### src/rtl/udp_rx_parse.sv
// udp_rx_parse: receive-side Ethernet II / IPv4 (IHL=5) / UDP header parser.
// Works on the 16-bit window of the upstream byte shift stage. It checks the
// header, captures the source IP and UDP length, and forwards only the UDP
// payload bytes, so Ethernet padding never reaches the consumer.
// Optional build macro: RX_IP_FILTER_EN. When it is defined, frames whose IPv4
// destination differs from LOCAL_IP are dropped. When it is undefined, any
// destination address is accepted.
module udp_rx_parse #(
   parameter logic [15:0] LOCAL_PORT = 16'h1F90,
   parameter logic [31:0] LOCAL_IP   = 32'hC0A8_0102
) (
   input  logic        clk,
   input  logic        rst_n,
   input  logic        rx_valid,
   input  logic        rx_sof,
   input  logic        rx_eof,
   input  logic [15:0] win16,
   output logic [31:0] src_ip,
   output logic [15:0] udp_len,
   output logic        hdr_ok,
   output logic        pl_valid,
   output logic [7:0]  pl_data,
   output logic        pl_last,
   output logic        frame_drop
);

   typedef enum logic [2:0] {
      S_IDLE    = 3'd0,
      S_HDR     = 3'd1,
      S_PAYLOAD = 3'd2,
      S_DONE    = 3'd3,
      S_DROP    = 3'd4
   } state_t;

   state_t      state_reg;
   state_t      state_next;
   logic        vld_d1;
   logic        sof_d1;
   logic        eof_d1;
   logic [5:0]  idx_reg;
   logic [5:0]  cur_idx;
   logic [15:0] pl_cnt_reg;
   logic [15:0] pl_load;
   logic        hdr_fail;
   logic        hdr_ok_next;
   logic        pl_valid_next;
   logic        pl_last_next;
   logic        drop_next;

`ifdef RX_IP_FILTER_EN
   logic [15:0] dst_hi_reg;
`else
   logic        unused_ip_cfg;
   assign unused_ip_cfg = ^LOCAL_IP;
`endif

   // Index of the byte now sitting in win16[7:0]; a start-of-frame byte is always index 0
   assign cur_idx = sof_d1 ? 6'd0 : idx_reg;
   assign pl_load = udp_len - 16'd8;

   // Delay the strobe and framing flags by one clock so they line up with win16
   always_ff @(posedge clk or negedge rst_n) begin
      if (!rst_n) begin
         vld_d1 <= 1'b0;
         sof_d1 <= 1'b0;
         eof_d1 <= 1'b0;
      end else begin
         vld_d1 <= rx_valid;
         sof_d1 <= rx_valid & rx_sof;
         eof_d1 <= rx_valid & rx_eof;
      end
   end

   // Header field checks for the byte at cur_idx; only consulted while in HDR
   always_comb begin
      hdr_fail = 1'b0;
      case (cur_idx)
         6'd13:   hdr_fail = (win16 != 16'h0800);
         6'd14:   hdr_fail = (win16[7:0] != 8'h45);
         6'd23:   hdr_fail = (win16[7:0] != 8'h11);
`ifdef RX_IP_FILTER_EN
         6'd33:   hdr_fail = ({dst_hi_reg, win16} != LOCAL_IP);
`endif
         6'd37:   hdr_fail = (win16 != LOCAL_PORT);
         6'd39:   hdr_fail = (win16 < 16'd8);
         default: hdr_fail = 1'b0;
      endcase
   end

   // State register
   always_ff @(posedge clk or negedge rst_n) begin
      if (!rst_n) state_reg <= S_IDLE;
      else        state_reg <= state_next;
   end

   // Next-state logic; a start-of-frame byte restarts parsing from any state
   always_comb begin
      state_next = state_reg;
      if (vld_d1) begin
         if (sof_d1) begin
            state_next = eof_d1 ? S_IDLE : S_HDR;
         end else begin
            case (state_reg)
               S_HDR: begin
                  if (eof_d1)                state_next = S_IDLE;
                  else if (hdr_fail)         state_next = S_DROP;
                  else if (cur_idx == 6'd41) state_next = (pl_load == 16'd0) ? S_DONE : S_PAYLOAD;
               end
               S_PAYLOAD: begin
                  if (eof_d1)                    state_next = S_IDLE;
                  else if (pl_cnt_reg == 16'd1)  state_next = S_DONE;
               end
               S_DONE, S_DROP: begin
                  if (eof_d1) state_next = S_IDLE;
               end
               default: state_next = state_reg;
            endcase
         end
      end
   end

   // Output decode; results are registered so they land two clocks after rx_valid
   always_comb begin
      hdr_ok_next   = 1'b0;
      pl_valid_next = 1'b0;
      pl_last_next  = 1'b0;
      drop_next     = 1'b0;
      if (vld_d1) begin
         if (sof_d1) begin
            drop_next = eof_d1 || (state_reg == S_HDR) || (state_reg == S_PAYLOAD);
         end else begin
            case (state_reg)
               S_HDR: begin
                  if (cur_idx == 6'd41) begin
                     hdr_ok_next = 1'b1;
                     // Frame ended right after the header while payload was still owed
                     drop_next   = eof_d1 && (pl_load != 16'd0);
                  end else begin
                     drop_next   = eof_d1 || hdr_fail;
                  end
               end
               S_PAYLOAD: begin
                  pl_valid_next = 1'b1;
                  pl_last_next  = eof_d1 || (pl_cnt_reg == 16'd1);
                  drop_next     = eof_d1 && (pl_cnt_reg != 16'd1);
               end
               default: begin
                  drop_next = 1'b0;
               end
            endcase
         end
      end
   end

   // Byte index, header field captures and payload countdown
   always_ff @(posedge clk or negedge rst_n) begin
      if (!rst_n) begin
         idx_reg    <= 6'd0;
         pl_cnt_reg <= 16'd0;
         src_ip     <= 32'd0;
         udp_len    <= 16'd0;
`ifdef RX_IP_FILTER_EN
         dst_hi_reg <= 16'd0;
`endif
      end else if (vld_d1) begin
         if (cur_idx != 6'h3F) idx_reg <= cur_idx + 6'd1;
         if (state_reg == S_HDR) begin
            if (cur_idx == 6'd27) src_ip[31:16] <= win16;
            if (cur_idx == 6'd29) src_ip[15:0]  <= win16;
`ifdef RX_IP_FILTER_EN
            if (cur_idx == 6'd31) dst_hi_reg    <= win16;
`endif
            if (cur_idx == 6'd39) udp_len       <= win16;
            if (cur_idx == 6'd41) pl_cnt_reg    <= pl_load;
         end else if (state_reg == S_PAYLOAD && !sof_d1) begin
            pl_cnt_reg <= pl_cnt_reg - 16'd1;
         end
      end
   end

   // Registered outputs; pl_data holds the last forwarded byte between strobes
   always_ff @(posedge clk or negedge rst_n) begin
      if (!rst_n) begin
         hdr_ok     <= 1'b0;
         pl_valid   <= 1'b0;
         pl_last    <= 1'b0;
         frame_drop <= 1'b0;
         pl_data    <= 8'd0;
      end else begin
         hdr_ok     <= hdr_ok_next;
         pl_valid   <= pl_valid_next;
         pl_last    <= pl_last_next;
         frame_drop <= drop_next;
         if (pl_valid_next) pl_data <= win16[7:0];
      end
   end

endmodule

### config.mk
export PLATFORM = sky130hd
export DESIGN_NAME = udp_rx_parse
export DESIGN_NICKNAME = d
export VERILOG_FILES = /design/src/rtl/udp_rx_parse.sv
export SDC_FILE = /design/constraint.sdc
export NUM_CORES = 1
export LEC_CHECK = 0
export CAP_MARGIN = 10
export CORE_ASPECT_RATIO = 0.75
export CORE_MARGIN = 4
export CORE_UTILIZATION = 50
export CTS_BUF_LIST = sky130_fd_sc_hd__clkbuf_16
export CTS_CLUSTER_DIAMETER = 100
export DETAILED_ROUTE_END_ITERATION = 6
export PLACE_DENSITY = 0.76
export SLEW_MARGIN = 20
export SYNTH_ARGS = -nofsm -noshare
export SYNTH_HDL_FRONTEND = slang
export SYNTH_SLANG_ARGS = --single-unit
### constraint.sdc
create_clock -name clk -period 3.18 [get_ports clk]
set_clock_uncertainty 0.2 [all_clocks]
set_input_delay 0.636 -clock clk [delete_from_list [all_inputs] [get_ports clk]]
set_output_delay 0.636 -clock clk [all_outputs]
set_load 0.005 [all_outputs]
# After elaboration in Yosys (flattened, before gate mapping)
# Index checks and enable logic that the tools add are counted.
dict set report totals {
  ff_bits 88
  input_bits 21
}
dict set report op_classes {
  n_addsub 3
  n_lt_le_gt_ge 1
  eq_ne 23
  n_mux 29
  n_bitwise 2
  n_reduce_logical 19
}
# operator count
set ops {}
lappend ops {{$mux W16} 3}
lappend ops {{$mux W3} 7}
lappend ops {{$eq A6 B5 Y1 const B} 3}
lappend ops {{$eq A6 B6 Y1 const B} 3}
lappend ops {{$eq A16 B1 Y1 const B} 1}
lappend ops {{$logic_not A16 Y1} 1}
lappend ops {{$lt A16 B4 Y1 const B} 1}
lappend ops {{$ne A16 B1 Y1 const B} 1}
lappend ops {{$ne A16 B12 Y1 const B} 1}
lappend ops {{$ne A16 B13 Y1 const B} 1}
lappend ops {{$reduce_bool A16 Y1} 1}
lappend ops {{$sub A16 B1 Y16 const B} 1}
lappend ops {{$sub A16 B4 Y16 const B} 1}
lappend ops {{$mux W1} 15}
lappend ops {{$eq A6 B4 Y1 const B} 2}
lappend ops {{$reduce_and A3 Y1} 4}
lappend ops {{$pmux W3 S3} 1}
lappend ops {{$ne A8 B5 Y1 const B} 1}
lappend ops {{$ne A8 B7 Y1 const B} 1}
lappend ops {{$add A6 B1 Y6 const B} 1}
lappend ops {{$eq A3 B2 Y1 const B} 2}
lappend ops {{$mux W6} 1}
lappend ops {{$ne A6 B6 Y1 const B} 1}
lappend ops {{$ne A5 B5 Y1 const B} 1}
lappend ops {{16 further kinds} 22}

# Depth between registers and ports, before layout
dict set report logic_depth {
  depth_word 8
  mapped_depth 11
  ltp_nobuf 9
}

# Worst setup path after synthesis
# No wires, ideal clock.
dict set report synth_path {
  path_kind {reg-to-reg}
  from {register sof_d1}
  to {register udp_len[1]}
  t_arrival_ns 2.477
  required_time_ns 2.855
  path_slack_ns 0.378
  path_stages_with_launch 11
  path_buffers 4
  period_less_slack_ns 2.802
  cell_sequence {dfrtp_1 > buf_4 > clkbuf_1 > nor2b_1 > ha_1 > nand2_1 > or4_4 > or2_1 > buf_6 > buf_6 > mux2_4}
}
dict set report synth_between {
  elab_chain_len 3
}
# element line
set synth_rtl {}
lappend synth_rtl {{from (decl)} 38} ;# logic sof_d1;
lappend synth_rtl {{from (signal assigned)} 69} ;# sof_d1 <= rx_valid & rx_sof;
lappend synth_rtl {{$mux W6} 58} ;# assign cur_idx = sof_d1 ? 6'd0 : idx_reg;
lappend synth_rtl {{$eq A6 B6 Y1} 173} ;# if (cur_idx == 6'd39) udp_len <= win16;
lappend synth_rtl {{$reduce_and A3 Y1 (no source line)} -}
lappend synth_rtl {{to (signal assigned)} 173}
lappend synth_rtl {{to (decl)} 19} ;# output logic [15:0] udp_len,
# No other way between the ends.
# A chain may end at the register's enable or synchronous reset.

# Final worst setup path
dict set report layout_path {
  from {register sof_d1}
  to {register udp_len[4]}
}
# Same word-level chain as after synthesis.

==> key figures <==
Run status
  • Outcome: completed

Die
  • IO Pins: 81
  • Die H: 91.1 um
  • Die X: between 100 and 150 um
  • Core area: between 9000 and 10,000 sq um
  • Initial Util: between 50% and 60%
  • Std-Cell Rows: 30
  • Area of the die: 10,800 sq um

Critical path
  • Crit-path cells: nor2b_1 -> ha_1 -> nand2_1 -> or4_4 -> or2_1 -> mux2_4
  • Worst path required time: 3.21 ns
  • Slowest CP cell: or2_1
  • CP max FO: 16
  • Crit. End Element: flop
  • Critical path class: reg -> reg
  • CP startpoint kind: flop
  • Path depth of the worst reg2reg path: 6
  • Delay of the slowest critical-path stage: 0.54 ns
  • Worst path arrival time: 2.88 ns

Placed design
  • Cell Area, Placed: ~5600 sq um
  • Inst Count DP: a little over 600
  • Gpl congestion: 0.873
  • Hpwl dp: just over 8 mm
  • IO Port Bufs: 80

STA
  • Tmin final: 2.86 ns
  • Hold Violations, Final: 0
  • Unrepaired setup endpoints after global routing: no
  • Fin Setup TNS: 0 ns
  • Slew margin rel.: around 47%
  • Highest clock rate: 350 MHz
  • Hold Slack: about 0.12 ns
  • Final period utilization: roughly nine tenths
  • Slew Viols, Final: 0
  • Tightest Pin Transition: ~0.79 ns
  • Final setup viols: 0

Synth
  • Adder-Cell Fraction of Synth Area: around 1.6%
  • Mapped Area: 4610 sq um
  • Synthesized flop and latch total: between 80 and 90
  • Multiplexer area fraction after synthesis: between 10 and 15%
  • Compound-Gate Fraction of Synth Area: between 10% and 20%
  • Top post-synthesis cells by count: 88 x dfrtp_1, 45 x mux2_2, 32 x nor2_1
  • Post-synth top area share: a little under half
  • Sequential-to-total area share from yosys stat: between 40% and 50%
  • Synth Instances: approximately 430
  • Simple-gate share of the synthesized area: about 18%
  • Post-synth top area cell: dfrtp_1
  • Top post-synthesis cells by area: dfrtp_1 48%, mux2_2 11%, a21oi_1 3.4%, nor2_1 2.6%, mux2_1 2.4%
  • Syn avg cell area: between 10 and 15 sq um
  • Distinct cells, synth: 65
  • Post-synth EDFFs: 0
  • YS warnings: 0
  • Synth Flop Type: dfrtp_1
  • Largest family of logic cells by synthesized area: simple AND/OR/NAND/NOR gates
  • Asr flop ratio synth: 100%
  • Syn Nets: approximately 460
  • Most frequent cell after synthesis: dfrtp_1
  • Post-Synth XOR/XNOR Area: roughly 2.1%

Power and ir drop
  • Peak VDD IR: 0.431 mV
  • PD cells: roughly 680 nW/um^2
  • Leakage power: around 2.5 nW

Detailed routing
  • Vias per cell: roughly 5.9
  • Wire per inst: approximately 18 um
  • Routed Antenna Nets: 0
  • Drt drc: 0
  • WL final: between 10 and 15 mm
  • DR iter-0 viols: about 370
  • Detailed-router iteration count before antenna repair: 5
  • Vias after detailed routing: 3,765

Clocking
  • CTS hold repair buffers: 0
  • Setup bufs post-CTS: 0
  • Clock tree sinks: just under 90
  • Total CTS buffers: 9
  • CTS root buffer: clkbuf_16
  • CTS tree: done
  • Worst skew pair latency: between 0.3 and 0.4 ns
  • CTS resizes: 0
  • # H-tree levels: 3
  • CTS Buffer Depth: 2
  • Clk slew on worst S/H paths: 0.06 ns

Finish
  • Final nets: between 500 and 600
  • Area delta synth->final: 27.5%
  • Final Cell Area: a little under 6000 sq um
  • Max reg flops: 32
  • Final Util: roughly two thirds
  • Ratio of cells with drive above 1 in the final layout: 17.2%
  • Ant diodes: 0
  • Cell Count, Final, Fillers Out: roughly 630

Run
  • Max Cap Viol: 0

Global routing
  • Grt total ovfl: 0
  • Antenna violations before repair: 0
  • Global-route wire length before repair: about 19 mm
  • Total track usage: ~22%
  • Largest net degree at the start of global routing: 89
  • Vias in the first global route: approximately 3,700

Hold path
  • Worst Hold Class: in -> async
[cell usage in the layout (no fill, tap or decap), drive strengths merged, types with 3 or more instances in the layout]
cell type / n
nor4b: 3
a21boi: 3
ha: 6
nand3: 14
clkbuf: 9
o22ai: 4
nand3b: 3
nand4: 7
clkdlybuf4s50: 79
nor2: 32
dfrtp: 88
mux2: 58
inv: 16
nand2: 26
nand2b: 3
buf: 18
a311oi: 3
nor2b: 5
a21oi: 31
xnor2: 6
nor3: 11
nor4: 14
nor3b: 6
and2: 6
xor2: 5
o31ai: 5
o21ai: 20
a31oi: 4
[worst paths after layout]
| path | from | end | slack [ns] |
|---|---|---|---|
| setup / recovery | sof_d1$_DFF_PN0_ | udp_len[4]$_DFFE_PN0P_ | 0.32 |
| hold / removal | rst_n | pl_cnt_reg[10]$_DFFE_PN0P_ | 0.12 |
| setup reg to reg | sof_d1$_DFF_PN0_ | udp_len[4]$_DFFE_PN0P_ | 0.32 |
| hold reg to reg | src_ip[8]$_DFFE_PN0P_ | src_ip[8]$_DFFE_PN0P_ | 0.29 |
| max in group asynchronous | rst_n | eof_d1$_DFF_PN0_ | 2.27 |
| min in group clk | src_ip[8]$_DFFE_PN0P_ | src_ip[8]$_DFFE_PN0P_ | 0.29 |
[power breakdown]
group / internal (W) / switching [W]
logic: 0.000587 / 0.000621
clock network: 0.000683 / 0.000435
registers: 0.00135 / 0.000292
[kinds of logic after synthesis]
| group | count (synthesis) |
|---|---|
| AND/OR/NAND/NOR | 145 |
| AO/OA/AOI/OAI | 88 |
| flip-flops | 88 |
| multiplexers | 58 |
| buffers and inverters | 35 |
| XOR/XNOR | 11 |
| adder cells (fa/ha/maj) | 6 |
[layer usage]
layer,track usage (%),vias to the layer above,part of all wire [%]
li1,-,1747,-
met1,31.8,1872,47
met2,34.7,133,46
met3,6.16,13,5.9
met4,4.92,0,1.1
met5,0,-,0
[through the flow]
step / setup WS, ns / total power (W)
floorplan: 0.378 / 0.00237
global placement: 0.341 / 0.00280
detailed placement: 0.306 / 0.00285
CTS: 0.307 / 0.00398
global route: 0.144 / 0.00423
finish: 0.322 / 0.00397
[final cells by class]
| cell class | instances | area, sq um |
|---|---|---|
| clock buffer | 9 | 225 |
| clock inverter | 7 | 87.6 |
| fill | 716 | 3140 |
| inverter | 13 | 48.8 |
| multi-input combinational | 308 | 2230 |
| sequential | 88 | 2200 |
| tap | 112 | 140 |
| timing repair buffer | 97 | 938 |
[worst max-delay path, delay by kind of cell (launching register included)]
kind / cells / cell delay (ns)
adder cells (fa/ha/maj): 1 / 0.33
flip-flops: 1 / 0.41
multiplexers: 1 / 0.41
AND/OR/NAND/NOR: 4 / 1.39
No activity file was read; power rests on OpenSTA's default activity.
